## src/rtl/nspi_pkg.sv

```systemverilog
// -----------------------------------------------------------------------------
// nspi_pkg
//
// Types and helpers shared by the nSPI transmit path (nspi_frame_feeder,
// nspi_tx) and their benches, so every user agrees on the word type and on
// the sequencing states of the frame feeder.
//
// Contents:
//   SPI_WORD_SIZE   default bits per SPI word
//   spi_word_t      one SPI word on one channel
//   feeder_state_t  frame feeder sequencing states
//   addr_width()    counter width for a given depth (never below 1 bit)
// -----------------------------------------------------------------------------
package nspi_pkg;

  localparam int SPI_WORD_SIZE = 8;

  typedef logic [SPI_WORD_SIZE-1:0] spi_word_t;

  // Explicit encodings keep the state values stable for anything that
  // decodes the state register from a waveform or a debug port.
  typedef enum logic [2:0] {
    IDLE    = 3'd0,
    FETCH   = 3'd1,
    CAPTURE = 3'd2,
    WAIT_TX = 3'd3,
    GAP     = 3'd4,
    DONE    = 3'd5
  } feeder_state_t;

  // Bits needed to index 0..depth-1. A depth of 1 or 2 still gets one bit so
  // that no zero-width vector is ever declared.
  function automatic int addr_width(input int depth);
    return (depth <= 2) ? 1 : $clog2(depth);
  endfunction

endpackage

```

## src/rtl/nspi_frame_feeder.sv

```systemverilog
// -----------------------------------------------------------------------------
// nspi_frame_feeder
//
// Upstream stage of nspi_tx. On frame_start it walks the per-channel frame
// buffer word by word: read the word, present it on data_out, pulse start_tx,
// then wait for tx_finish before moving on. After the last word it idles for
// GAP_CYCLES so the LED matrices latch the frame, then pulses frame_done.
//
// Parameters:
//   CHANNEL_NUMBER   parallel SPI channels
//   SPI_SIZE         bits per SPI word
//   BYTES_PER_FRAME  words per channel per frame (>= 1)
//   GAP_CYCLES       idle cycles between the last tx_finish and frame_done
//   ADDR_W           derived buffer address width; leave at its default
//
// Ports:
//   clk          system clock
//   rst          asynchronous, active-high reset
//   frame_start  request one frame; accepted only when idle
//   busy         high whenever a frame is in progress (every state but IDLE)
//   frame_done   one-cycle pulse at the end of a frame
//   overrun      sticky flag: frame_start arrived while busy
//   rd_en        buffer read strobe
//   rd_addr      word index into the buffer
//   rd_data      buffer output, valid one cycle after rd_en
//   start_tx     one-cycle pulse to nspi_tx
//   tx_finish    one-cycle completion pulse from nspi_tx
//   data_out     word set for nspi_tx, stable from start_tx until tx_finish
//
// Timing, with frame_start sampled at edge E0:
//   E0..E1  FETCH    rd_en high
//   E1..E2  CAPTURE  rd_data becomes valid
//   E2..E3  WAIT_TX  start_tx high, data_out loaded
// An accepted tx_finish re-enters FETCH, so the next start_tx follows the
// tx_finish sampling edge by exactly two cycles.
// -----------------------------------------------------------------------------
module nspi_frame_feeder
  import nspi_pkg::*;
#(
  parameter int CHANNEL_NUMBER  = 2,
  parameter int SPI_SIZE        = 8,
  parameter int BYTES_PER_FRAME = 384,
  parameter int GAP_CYCLES      = 64,
  parameter int ADDR_W          = addr_width(BYTES_PER_FRAME)
) (
  input  logic                                     clk,
  input  logic                                     rst,
  input  logic                                     frame_start,
  output logic                                     busy,
  output logic                                     frame_done,
  output logic                                     overrun,
  output logic                                     rd_en,
  output logic [ADDR_W-1:0]                        rd_addr,
  input  logic [CHANNEL_NUMBER-1:0][SPI_SIZE-1:0]  rd_data,
  output logic                                     start_tx,
  input  logic                                     tx_finish,
  output logic [CHANNEL_NUMBER-1:0][SPI_SIZE-1:0]  data_out
);

  // Width of the gap down-counter: it only ever holds GAP_CYCLES-1..0.
  localparam int GAP_W = addr_width(GAP_CYCLES);

  localparam logic [ADDR_W-1:0] LAST_ADDR = ADDR_W'(BYTES_PER_FRAME - 1);
  localparam logic [GAP_W-1:0]  GAP_LOAD  =
    GAP_W'((GAP_CYCLES > 0) ? GAP_CYCLES - 1 : 0);

  feeder_state_t    state;
  logic [GAP_W-1:0] gap_cnt;
  logic             last_word;
  logic             tx_accept;

  assign last_word = (rd_addr == LAST_ADDR);

  // start_tx is high during the first WAIT_TX cycle, so gating on it drops a
  // tx_finish that coincides with the start pulse: nspi_tx cannot have
  // finished a word it has not yet been told to send.
  assign tx_accept = (state == WAIT_TX) && tx_finish && !start_tx;

  // NOTE: every register here is updated with <= so all of them sample the
  // pre-edge values; mixing in = would make results depend on statement order.
  always_ff @(posedge clk or posedge rst) begin
    if (rst) begin
      state      <= IDLE;
      busy       <= 1'b0;
      frame_done <= 1'b0;
      overrun    <= 1'b0;
      rd_en      <= 1'b0;
      rd_addr    <= '0;
      start_tx   <= 1'b0;
      data_out   <= '0;
      gap_cnt    <= '0;
    end else begin
      // NOTE: the one-cycle strobes default low here and are raised only by
      // the branch that needs them, so no state has to remember to clear them.
      rd_en      <= 1'b0;
      start_tx   <= 1'b0;
      frame_done <= 1'b0;

      // DONE still counts as busy, so a request in that cycle is an overrun.
      if (frame_start && (state != IDLE)) begin
        overrun <= 1'b1;
      end

      case (state)
        IDLE: begin
          if (frame_start) begin
            state   <= FETCH;
            busy    <= 1'b1;
            rd_addr <= '0;
            rd_en   <= 1'b1;
          end
        end

        // rd_en is high for exactly this cycle; the buffer answers next cycle.
        FETCH: begin
          state <= CAPTURE;
        end

        CAPTURE: begin
          data_out <= rd_data;
          start_tx <= 1'b1;
          state    <= WAIT_TX;
        end

        WAIT_TX: begin
          if (tx_accept) begin
            if (last_word) begin
              if (GAP_CYCLES == 0) begin
                state      <= DONE;
                frame_done <= 1'b1;
              end else begin
                state   <= GAP;
                gap_cnt <= GAP_LOAD;
              end
            end else begin
              // rd_addr stops at LAST_ADDR and is only cleared by a new frame,
              // so it never wraps inside a frame.
              rd_addr <= rd_addr + 1'b1;
              rd_en   <= 1'b1;
              state   <= FETCH;
            end
          end
        end

        // Loaded with GAP_CYCLES-1 and left on reaching 0: GAP_CYCLES cycles.
        GAP: begin
          if (gap_cnt == '0) begin
            state      <= DONE;
            frame_done <= 1'b1;
          end else begin
            gap_cnt <= gap_cnt - 1'b1;
          end
        end

        DONE: begin
          state <= IDLE;
          busy  <= 1'b0;
        end

        default: begin
          state <= IDLE;
          busy  <= 1'b0;
        end
      endcase
    end
  end

endmodule

```

## config.mk

```make
export PLATFORM = sky130hd
export DESIGN_NAME = nspi_frame_feeder
export DESIGN_NICKNAME = d
export VERILOG_FILES = /design/src/rtl/nspi_pkg.sv /design/src/rtl/nspi_frame_feeder.sv
export SDC_FILE = /design/constraint.sdc
export NUM_CORES = 1
export LEC_CHECK = 0
export ABC_AREA = 1
export CORE_MARGIN = 2
export CORE_UTILIZATION = 35
export DETAILED_ROUTE_END_ITERATION = 10
export PLACE_DENSITY_LB_ADDON = 0.2
export REMOVE_ABC_BUFFERS = 1
export SLEW_MARGIN = 20
export SYNTH_ARGS = -nofsm -noshare
export SYNTH_HDL_FRONTEND = slang
export SYNTH_SLANG_ARGS = --single-unit
```

## constraint.sdc

```tcl
create_clock -name clk -period 2.8 [get_ports clk]
set_clock_uncertainty 0.05 [all_clocks]
set_input_delay 0.42 -clock clk [delete_from_list [all_inputs] [get_ports clk]]
set_output_delay 0.42 -clock clk [all_outputs]
set_load 0.005 [all_outputs]
```

==> summary.txt <==
Total wire length = 4080 µm
Post-synth top area share = 49.9%
Synth unique cells = 28
Total power = 2.30 mW
WHS Path Cells = 2
R2R Setup Slk = 1.12 ns
All-Layer GR Usage = 14.9%
Crit. path cell count = 1
Avg Vias per Cell = 4.45
Setup violation total in the final timing report = 0
CTS max path bufs = 2
Residual DRC = 0
Top area cells in the synthesized netlist = dfrtp_1, nand2_1, nand3_1
Clk sinks = 39
Placed Instances = 369
Post-synthesis sequential area ratio = 49.9%
Num rows = 27
Synthesized area = 1950 µm²
Drt wl/cell = 10.8 µm
Clock Pin Slew Worst Setup and Hold Paths = 0.08 ns
PD cells = 885 nW/µm²
Met3 usage = 3.98%
Max rail drop VDD = 465 µV
Initial antenna violation count = 0
Share of cells above drive strength 1 = 9.51%
Buffers and inverters on the worst path = 1
Vias in the first global route = 1649
Post-CTS resize count = 0
Core ar. = 5440 µm²
1st-pass router iterations = 4
I/O pins = 50
Crit path DAT = 1.37 ns
Synth warn = 0
Post-route setup TNS = 0 ns
CTS tree = built
DIE AREA = 6200 µm²
Synth async-reset ratio = 100%
Tmin final = 1.84 ns
Slew HR = 67.0%
#FFs+latches synth = 39
Antenna Diode Count = 0
Avg Inst Size Synth = 7.82 µm²
R2R cell count = 7
Detail Route Antenna Nets = 0
Critical-path top delay cell = clkdlybuf4s50_1
Detailed placement HPWL = 2890 µm
Tcrit/Tclk final = 65.6%
Die height = 78.7 µm
Die extent in x = 78.7 µm
Crit Path Max Fanout = 9
Post-synth top cells = nand2_1, dfrtp_1, inv_1
Leakage = 1.31 nW
Starting Density = 35.9%
Setup crit end kind = output port
# hold bufs at CTS = 0
Met2 usage = 24.2%
Num CTS Buffers = 5
Worst Hold End = data_out[5]
Ys flop type = dfrtp_1
H-tree levels = 2
Status = finished, final reports clean
Clock Root Buffer = clkbuf_8
Worst Hold Class = flop to flop
CP Launch Type = flop
Iter 0 DRT Violations = 81
Hold_sp = data_out[5]
Top Family by Delay on Critical Path = buffers and inverters
Worst Setup Path Type = flop to output port
Yosys top cell by area = dfrtp_1
Hold Fails Final Rpt = 0
Max Clock Freq = 0.545 GHz
RSZ-0062 raised after global routing = no
Vias = 1676
Slew Limit Fails = 0
Max incr delay on CP = 0.56 ns
First-pass GRT wire length = 7280 µm
Gr ovfl total = 0
Post-synth EDFFs = 0
Synth-to-layout area growth = 33.0%
Port bufs = 49
Maxcap violations = 0
Met1 Usage GRT = 19.4%
Slew @ Worst Pin = 0.495 ns
Synth Instances = 250
Gr busiest metal = met2
FF-to-FF End = rd_addr[5]
Nets = 327
Post CTS Setup Buffer Count = 0
Count leader, synth = nand2_1
Largest net degree at the start of global routing = 40
Final Non-Filler Cells = 377
R2r startpoint = rd_addr[0]
Critical path, cell by cell = clkdlybuf4s50_1
Worst EP required = 2.33 ns
Gp weighted congestion = 0.804
Worst-Skew Late Latency = 0.30 ns
metrics by stage:
step | worst slack (ns) | hold slack, ns | utilization (%) | instance area [µm²]
floorplan | 1.17 | 0.407 | - | 1920
global placement | 1.08 | 0.404 | 46.3 | 2520
detailed placement | 1.06 | 0.407 | 46.3 | 2520
CTS | 0.945 | 0.427 | 47.8 | 2600
global route | 0.896 | 0.448 | 47.8 | 2600
finish | 0.964 | 0.423 | 47.8 | 2600
metal layers:
metal  routed length [µm]  part of all wire, %
met3                  148                  3.6
met5                    0                    0
met2                 1930                   47
met1                 1950                   48
met4                   51                  1.2
flip-flops by register name, summed over array words and instances, names as in the netlist:
name	count
rd_en	1
state	3
busy	1
overrun	1
start_tx	1
gap_cnt	6
rd_addr	9
frame_done	1
data_out	16
layout make-up:
cell class                 instances  area [µm²]
multi-input combinational        179         838
sequential                        39         976
inverter                          28         106
fill                             544        2840
timing repair buffer              51         505
clock buffer                       5        68.8
clock inverter                     3        15.0
tap                               72        90.1
cell families (layout without fill, tap and decap cells):
group	count (synthesis)	in the layout	synth area share, %
AND/OR/NAND/NOR	163	163	36.3
flip-flops	39	39	49.9
buffers and inverters	32	87	7.17
AO/OA/AOI/OAI	10	10	3.33
adder cells (fa/ha/maj)	3	3	1.92
XOR/XNOR	3	3	1.34
layout by cell type (no fill, tap or decap), types with 2 or more instances in the layout:
cell type	netlist	routed
nand3_1	19	19
clkinv_2	1	4
clkdlybuf4s50_1	0	49
or2_2	2	2
inv_2	2	2
nor2_1	17	17
o21ai_1	2	2
dfrtp_1	39	39
inv_1	25	25
o21ai_2	4	4
nand2_2	4	4
buf_4	1	2
nand2_1	110	110
ha_1	3	3
nand4_1	3	3
xnor2_1	2	2
o21ai_0	3	3
clkbuf_8	0	5
power breakdown:
part	total, mW	switching (mW)	internal (mW)
sequential	0.915	0.144	0.770
clock	0.375	0.204	0.171
combinational	1.01	0.534	0.479
worst reg2reg max path: stages, from the launching register on:
cell     delay, ns
dfrtp_1       0.41
ha_1          0.19
nand2_1       0.08
nor2_2        0.26
nand4_1       0.19
nand2_2       0.27
nand2_1       0.11
o21ai_2       0.06
worst max-delay path by stage:
| stage | startpoint | end | slack (ns) |
|---|---|---|---|
| 3_5_place_dp | frame_start | rd_addr[5] | 1.06 |
| 2_1_floorplan | state[2] | data_out[0] | 1.17 |
| 3_3_place_gp | frame_start | rd_addr[5] | 1.08 |
| 6_report | rd_addr[5] | rd_addr[5] | 0.96 |
| 4_1_cts | rd_addr[5] | rd_addr[5] | 0.94 |
| 5_1_grt | rd_addr[5] | rd_addr[5] | 0.90 |
Note: power is estimated with default switching activity, not from simulation.
